[src/rtl/fetch_entry_queue.sv]
// Fetch entry queue: realigns 32-bit fetch words into whole RVC/32-bit instructions
// and presents them to decode through a small FIFO with valid/ready.
// Optional same-cycle bypass when the FIFO is empty: define FETCH_ENTRY_QUEUE_BYPASS_EN.
module fetch_entry_queue #(
    parameter int unsigned VLEN  = 64,
    parameter int unsigned DEPTH = 4
) (
    input  logic            clk_i,
    input  logic            rst_ni,
    input  logic            flush_i,
    input  logic            fetch_valid_i,
    output logic            fetch_ready_o,
    input  logic [31:0]     fetch_data_i,
    input  logic [VLEN-1:0] fetch_addr_i,
    input  logic            fetch_ex_i,
    output logic            fetch_entry_valid_o,
    input  logic            fetch_entry_ready_i,
    output logic [31:0]     fetch_entry_instr_o,
    output logic [VLEN-1:0] fetch_entry_addr_o,
    output logic            fetch_entry_ex_o,
    output logic            fetch_entry_is_compressed_o
);

    localparam int unsigned PtrW = (DEPTH > 1) ? $clog2(DEPTH) : 1;
    localparam int unsigned CntW = $clog2(DEPTH + 1);

    typedef struct packed {
        logic [31:0]     instr;
        logic [VLEN-1:0] addr;
        logic            ex;
    } entry_t;

    // Realigner state
    logic            unaligned_q, unaligned_d;
    logic            hw_q, hw_d;
    logic [15:0]     held_q, held_d;
    logic [VLEN-1:0] uaddr_q, uaddr_d;

    // FIFO state
    entry_t          mem_q [DEPTH];
    logic [PtrW-1:0] wptr_q, rptr_q;
    logic [CntW-1:0] count_q;

    logic            full, empty, step, hw_eff;
    logic            push_req, consume, wr_en, pop, bypass, out_valid;
    logic [VLEN-1:0] upper_addr;
    entry_t          push_entry, head;
    logic            unused_addr0;

    // Bit 0 of the address is always zero for halfword-aligned fetch
    assign unused_addr0 = fetch_addr_i[0];

    assign full       = (count_q == CntW'(DEPTH));
    assign empty      = (count_q == '0);
    assign step       = fetch_valid_i && !full && !flush_i;
    assign hw_eff     = hw_q | fetch_addr_i[1];
    assign upper_addr = {fetch_addr_i[VLEN-1:2], 2'b10};

    // Realigner: pick this word's contribution and the next realign state
    always_comb begin
        push_req    = 1'b0;
        consume     = 1'b0;
        push_entry  = '0;
        unaligned_d = unaligned_q;
        hw_d        = hw_q;
        held_d      = held_q;
        uaddr_d     = uaddr_q;
        if (step) begin
            if (fetch_ex_i) begin
                // Faulting word is reported at the PC of the instruction it would complete
                push_req         = 1'b1;
                consume          = 1'b1;
                push_entry.instr = fetch_data_i;
                push_entry.addr  = unaligned_q ? uaddr_q : fetch_addr_i;
                push_entry.ex    = 1'b1;
                unaligned_d      = 1'b0;
                hw_d             = 1'b0;
            end else if (unaligned_q) begin
                // Low half of this word completes the straddling instruction
                push_req         = 1'b1;
                push_entry.instr = {fetch_data_i[15:0], held_q};
                push_entry.addr  = uaddr_q;
                unaligned_d      = 1'b0;
                hw_d             = 1'b1;
            end else if (!hw_eff) begin
                push_req        = 1'b1;
                push_entry.addr = fetch_addr_i;
                if (fetch_data_i[1:0] != 2'b11) begin
                    push_entry.instr = {16'b0, fetch_data_i[15:0]};
                    hw_d             = 1'b1;
                end else begin
                    push_entry.instr = fetch_data_i;
                    consume          = 1'b1;
                    hw_d             = 1'b0;
                end
            end else if (fetch_data_i[17:16] != 2'b11) begin
                push_req         = 1'b1;
                consume          = 1'b1;
                push_entry.instr = {16'b0, fetch_data_i[31:16]};
                push_entry.addr  = upper_addr;
                hw_d             = 1'b0;
            end else begin
                // Upper half starts a 32-bit instruction: hold it for the next word
                consume     = 1'b1;
                held_d      = fetch_data_i[31:16];
                uaddr_d     = upper_addr;
                unaligned_d = 1'b1;
                hw_d        = 1'b0;
            end
        end
        if (flush_i) begin
            unaligned_d = 1'b0;
            hw_d        = 1'b0;
        end
    end

`ifdef FETCH_ENTRY_QUEUE_BYPASS_EN
    // push_req already excludes flush, so a flush also kills the bypass
    assign bypass = empty && push_req;
`else
    assign bypass = 1'b0;
`endif

    assign head      = bypass ? push_entry : mem_q[rptr_q];
    assign out_valid = !empty || bypass;
    assign pop       = !empty && fetch_entry_ready_i && !flush_i;
    assign wr_en     = push_req && !(bypass && fetch_entry_ready_i);

    assign fetch_ready_o               = consume;
    assign fetch_entry_valid_o         = out_valid;
    assign fetch_entry_instr_o         = out_valid ? head.instr : 32'b0;
    assign fetch_entry_addr_o          = out_valid ? head.addr : '0;
    assign fetch_entry_ex_o            = out_valid && head.ex;
    assign fetch_entry_is_compressed_o = out_valid && (head.instr[1:0] != 2'b11);

    // Realigner registers
    always_ff @(posedge clk_i or negedge rst_ni) begin
        if (!rst_ni) begin
            unaligned_q <= 1'b0;
            hw_q        <= 1'b0;
            held_q      <= '0;
            uaddr_q     <= '0;
        end else begin
            unaligned_q <= unaligned_d;
            hw_q        <= hw_d;
            held_q      <= held_d;
            uaddr_q     <= uaddr_d;
        end
    end

    // FIFO pointers and occupancy; pointers wrap naturally at DEPTH
    always_ff @(posedge clk_i or negedge rst_ni) begin
        if (!rst_ni) begin
            wptr_q  <= '0;
            rptr_q  <= '0;
            count_q <= '0;
        end else if (flush_i) begin
            wptr_q  <= '0;
            rptr_q  <= '0;
            count_q <= '0;
        end else begin
            if (wr_en) begin
                wptr_q <= wptr_q + PtrW'(1);
            end
            if (pop) begin
                rptr_q <= rptr_q + PtrW'(1);
            end
            case ({wr_en, pop})
                2'b10:   count_q <= count_q + CntW'(1);
                2'b01:   count_q <= count_q - CntW'(1);
                default: count_q <= count_q;
            endcase
        end
    end

    // FIFO storage; outputs are gated by valid so no reset is needed here
    always_ff @(posedge clk_i) begin
        if (wr_en) begin
            mem_q[wptr_q] <= push_entry;
        end
    end

endmodule

[config.mk]
export PLATFORM = sky130hd
export DESIGN_NAME = fetch_entry_queue
export DESIGN_NICKNAME = d
export VERILOG_FILES = /design/src/rtl/fetch_entry_queue.sv
export SDC_FILE = /design/constraint.sdc
export NUM_CORES = 1
export LEC_CHECK = 0
export CORE_ASPECT_RATIO = 0.8
export CORE_MARGIN = 4
export CORE_UTILIZATION = 50
export CTS_BUF_LIST = sky130_fd_sc_hd__clkbuf_8
export CTS_CLUSTER_SIZE = 24
export DETAILED_ROUTE_END_ITERATION = 8
export PLACE_DENSITY_LB_ADDON = 0.08
export SYNTH_ARGS = -nofsm -noshare
export SYNTH_HDL_FRONTEND = slang
export SYNTH_SLANG_ARGS = --single-unit
[constraint.sdc]
create_clock -name clk_i -period 8.5 [get_ports clk_i]
set_clock_uncertainty 0.15 [all_clocks]
set_input_delay 1.7 -clock clk_i [delete_from_list [all_inputs] [get_ports clk_i]]
set_output_delay 1.7 -clock clk_i [all_outputs]
set_load 0.1 [all_outputs]
==> summary.md <==
| Metric | Value |
|---|---|
| Outcome | `finished, final reports clean` |
| Synth Flop Type | `edfxtp_1` |
| Synth top area cells | `edfxtp_1, dfrtp_1, mux4_2` |
| Post-CTS Setup Bufs | `0` |
| Most common cell in the netlist | `edfxtp_1` |
| Vias per std cell | `about 5.5` |
| DRC Markers | `0` |
| Worst Path Required | `6.65 ns` |
| Power Dens Cells | `about 350 nW/µm²` |
| Share of layout cells above drive strength 1 | `about a fifth` |
| Clock share of power | `a little over a fifth` |
| Worst VDD drop | `0.2814 mV` |
| Internal power | `between 4000 and 5000 µW` |
| Critical Path End Type | `output pin` |
| Largest net degree at the start of global routing | `just over 100` |
| Final Hold Vio Count | `0` |
| Slew headroom | `between 20% and 30%` |
| Via Count | `about 11000` |
| TritonRoute pass-1 iters | `5` |
| Sw Pwr | `roughly 3600 µW` |
| Avg Inst Size Synth | `roughly 18 µm²` |
| Fin crit period | `around 6 ns` |
| Deepest clock path buffer count | `3` |
| Endpoints failing setup | `0` |
| Fmax | `0.1650 GHz` |
| Cells after synthesis | `~1100` |
| Synthesized cell area | `between 15000 and 20000 µm²` |
| Dpl cell area | `between 20000 and 25000 µm²` |
| Distinct cells, synth | `39` |
| Initial antenna violation count | `0` |
| Boundary Pins | `between 200 and 250` |
| H-tree lvl count | `3` |
| Pre-CTS setup slack | `about 2.4 ns` |
| Resized cells post-CTS | `0` |
| Max-cap violation count | `0` |
| Setup TNS | `0 ns` |
| Initial core utilization | `a little over 50%` |
| Total GRT Usage | `approximately 20%` |
| Combinational share of power | `43.4%` |
| # diodes | `0` |
| Crit path kind | `in2out` |
| Layout area overhead | `20.22%` |
| Post-synth top cells | `edfxtp_1, and2_1, mux4_2` |
| Reg clk slew, reported paths | `~0.060 ns` |
| Die Y-Extent | `~190 µm` |
| Clk_lat worst skew | `0.61 ns` |
| Final nets | `1448` |
| Share of the synthesized area in the top cell type | `around three fifths` |
| Yosys warns | `0` |
| Worst EP arrival | `approximately 4.2 ns` |
| Post-DP HPWL | `about 25000 µm` |
| Final worst slack | `roughly 2.4 ns` |
| Die width | `230.1 µm` |
| # port buffers | `between 200 and 250` |
| Die area | `~43000 µm²` |
| Post-synth EDFFs | `388` |
| Root Driver | `clkbuf_8` |
| Static Leak | `0.008212 µW` |
| Hold Buf Count CTS | `0` |
| Vias in the first global route | `11190` |
| CP Launch Type | `primary input` |
| Register area share after synthesis | `70.22%` |
| Max Transition Viols Final | `0` |
| Tcrit/Tclk final | `between 70% and 80%` |
| Worst-path fanout max | `22` |
| #FFs+latches synth | `about 480` |
| RePlAce Congestion | `between 0.7 and 0.8` |
| Final ANT Viol Nets | `0` |
| Worst min path class | `reg2reg` |
| Fraction of registers with async set/reset | `18.49%` |
| Num Clock Sinks | `around 480` |
| Sw frac | `roughly 43%` |
| First-pass GRT wire length | `between 60000 and 70000 µm` |
| Final instance area | `~24000 µm²` |
| Final core utilization | `between 60% and 70%` |
| RSZ-0062 raised after global routing | `false` |
| Area leader, netlist | `edfxtp_1` |
| Final wirelength | `around 42000 µm` |
| Syn nets | `1223` |
| Routed len/inst | `roughly 22 µm` |
| GRT overflow | `0` |
| Slew @ Worst Pin | `between 1 and 1.5 ns` |
| Num CTS Buffers | `between 70 and 80` |
| CTS tree | `done` |
| Share of power burned in registers | `about a third` |
| 1st-iter DRT viols | `~800` |
| Cell row count | `64` |
| Core area | `38600 µm²` |
## power by group through the flow
stage          Combinational (µW)  Clock (µW)  Sequential [µW]
6_report                     3660        1840             2930
5_1_grt                      3810        2000             2960
4_1_cts                      3710        1880             2930
3_5_place_dp                 3700           0             2980
3_3_place_gp                 3690           0             2970
2_1_floorplan                2880           0             2890
## cell usage in the layout (no fill, tap or decap), types with 2 or more instances in the layout
cell / Yosys / routed
a21oi_1: 6 / 6
a22oi_1: 29 / 29
and2_1: 117 / 113
and2_4: 0 / 4
buf_4: 2 / 19
bufinv_16: 0 / 2
clkbuf_8: 0 / 87
clkdlybuf4s50_1: 0 / 200
clkinv_1: 0 / 15
clkinv_2: 0 / 3
dfrtp_1: 88 / 85
dfrtp_4: 0 / 3
edfxtp_1: 388 / 388
ha_1: 4 / 4
inv_1: 2 / 32
mux2_1: 7 / 7
mux2_2: 71 / 71
mux2i_1: 67 / 67
mux4_2: 97 / 97
nand2_1: 20 / 20
nand2b_1: 2 / 2
nor2_1: 95 / 95
nor2b_1: 4 / 4
nor3_1: 4 / 4
nor4_1: 2 / 2
o21ai_0: 18 / 18
or2_2: 5 / 5
xnor2_1: 2 / 2
xor2_1: 3 / 3
## layer usage
| layer | global-route usage, % | share of wire, % | vias up |
|---|---|---|---|
| li1 | - | - | 4762 |
| met1 | 26.65 | 43 | 5497 |
| met2 | 33.56 | 50 | 286 |
| met3 | 4.360 | 4.8 | 74 |
| met4 | 5.828 | 2.2 | 0 |
| met5 | 0 | 0 | - |
## path summary, 6_finish.rpt
path | slack [ns] | to | cells past startpoint | start
worst max-delay path | 2.44 | fetch_ready_o | 5 | flush_i
worst min-delay path | 0.32 | uaddr_q[1] | 1 | uaddr_q[1]
worst max register to register | 4.82 | mem_q[3][92] | 5 | unaligned_q
worst min register to register | 0.32 | uaddr_q[1] | 1 | uaddr_q[1]
max in group asynchronous | 5.98 | rptr_q[1] | 2 | rst_ni
min in group asynchronous | 0.89 | uaddr_q[32] | 1 | rst_ni
## through the flow
| stage | total power, µW | std cells | hold WS, ns |
|---|---|---|---|
| 2_1_floorplan | 5775 | 1116 | 0.2899 |
| 4_1_cts | 8525 | 1930 | 0.3206 |
| 6_report | 8419 | 1930 | 0.3191 |
| 3_5_place_dp | 6681 | 1793 | 0.3046 |
| 3_3_place_gp | 6660 | 1793 | 0.3066 |
| 5_1_grt | 8771 | 1930 | 0.3275 |
## worst max-delay path: stages
cell	delay, ns
clkdlybuf4s50_1	0.72
nand3b_1	0.30
buf_4	0.22
nor2_1	0.12
clkdlybuf4s50_1	1.14
## final cells by class
cell class                 instances  area (µm²)
tap                              528       660.6
inverter                           2       7.507
timing repair buffer             220        2165
clock inverter                    50       244.0
clock buffer                      87        1197
sequential                       476       13860
fill                            2973       14880
multi-input combinational        567        5579
## flip-flops by register name (all words and copies together), names as in the netlist
| signal | flops |
|---|---|
| wptr_q | 2 |
| held_q | 16 |
| count_q | 3 |
| uaddr_q | 63 |
| rptr_q | 2 |
| hw_q | 1 |
| mem_q | 388 |
| unaligned_q | 1 |
## cells by family after synthesis
logic type	share of synthesized area [%]
muxes	18.92
and+or+nand+nor	6.805
DFF	70.22
AOI/OAI and AO/OA	1.871
xor gates and xnor gates	0.2220
buffers and inverters	1.605
adders and majority gates	0.3552
(Power assumes the default switching activity.)
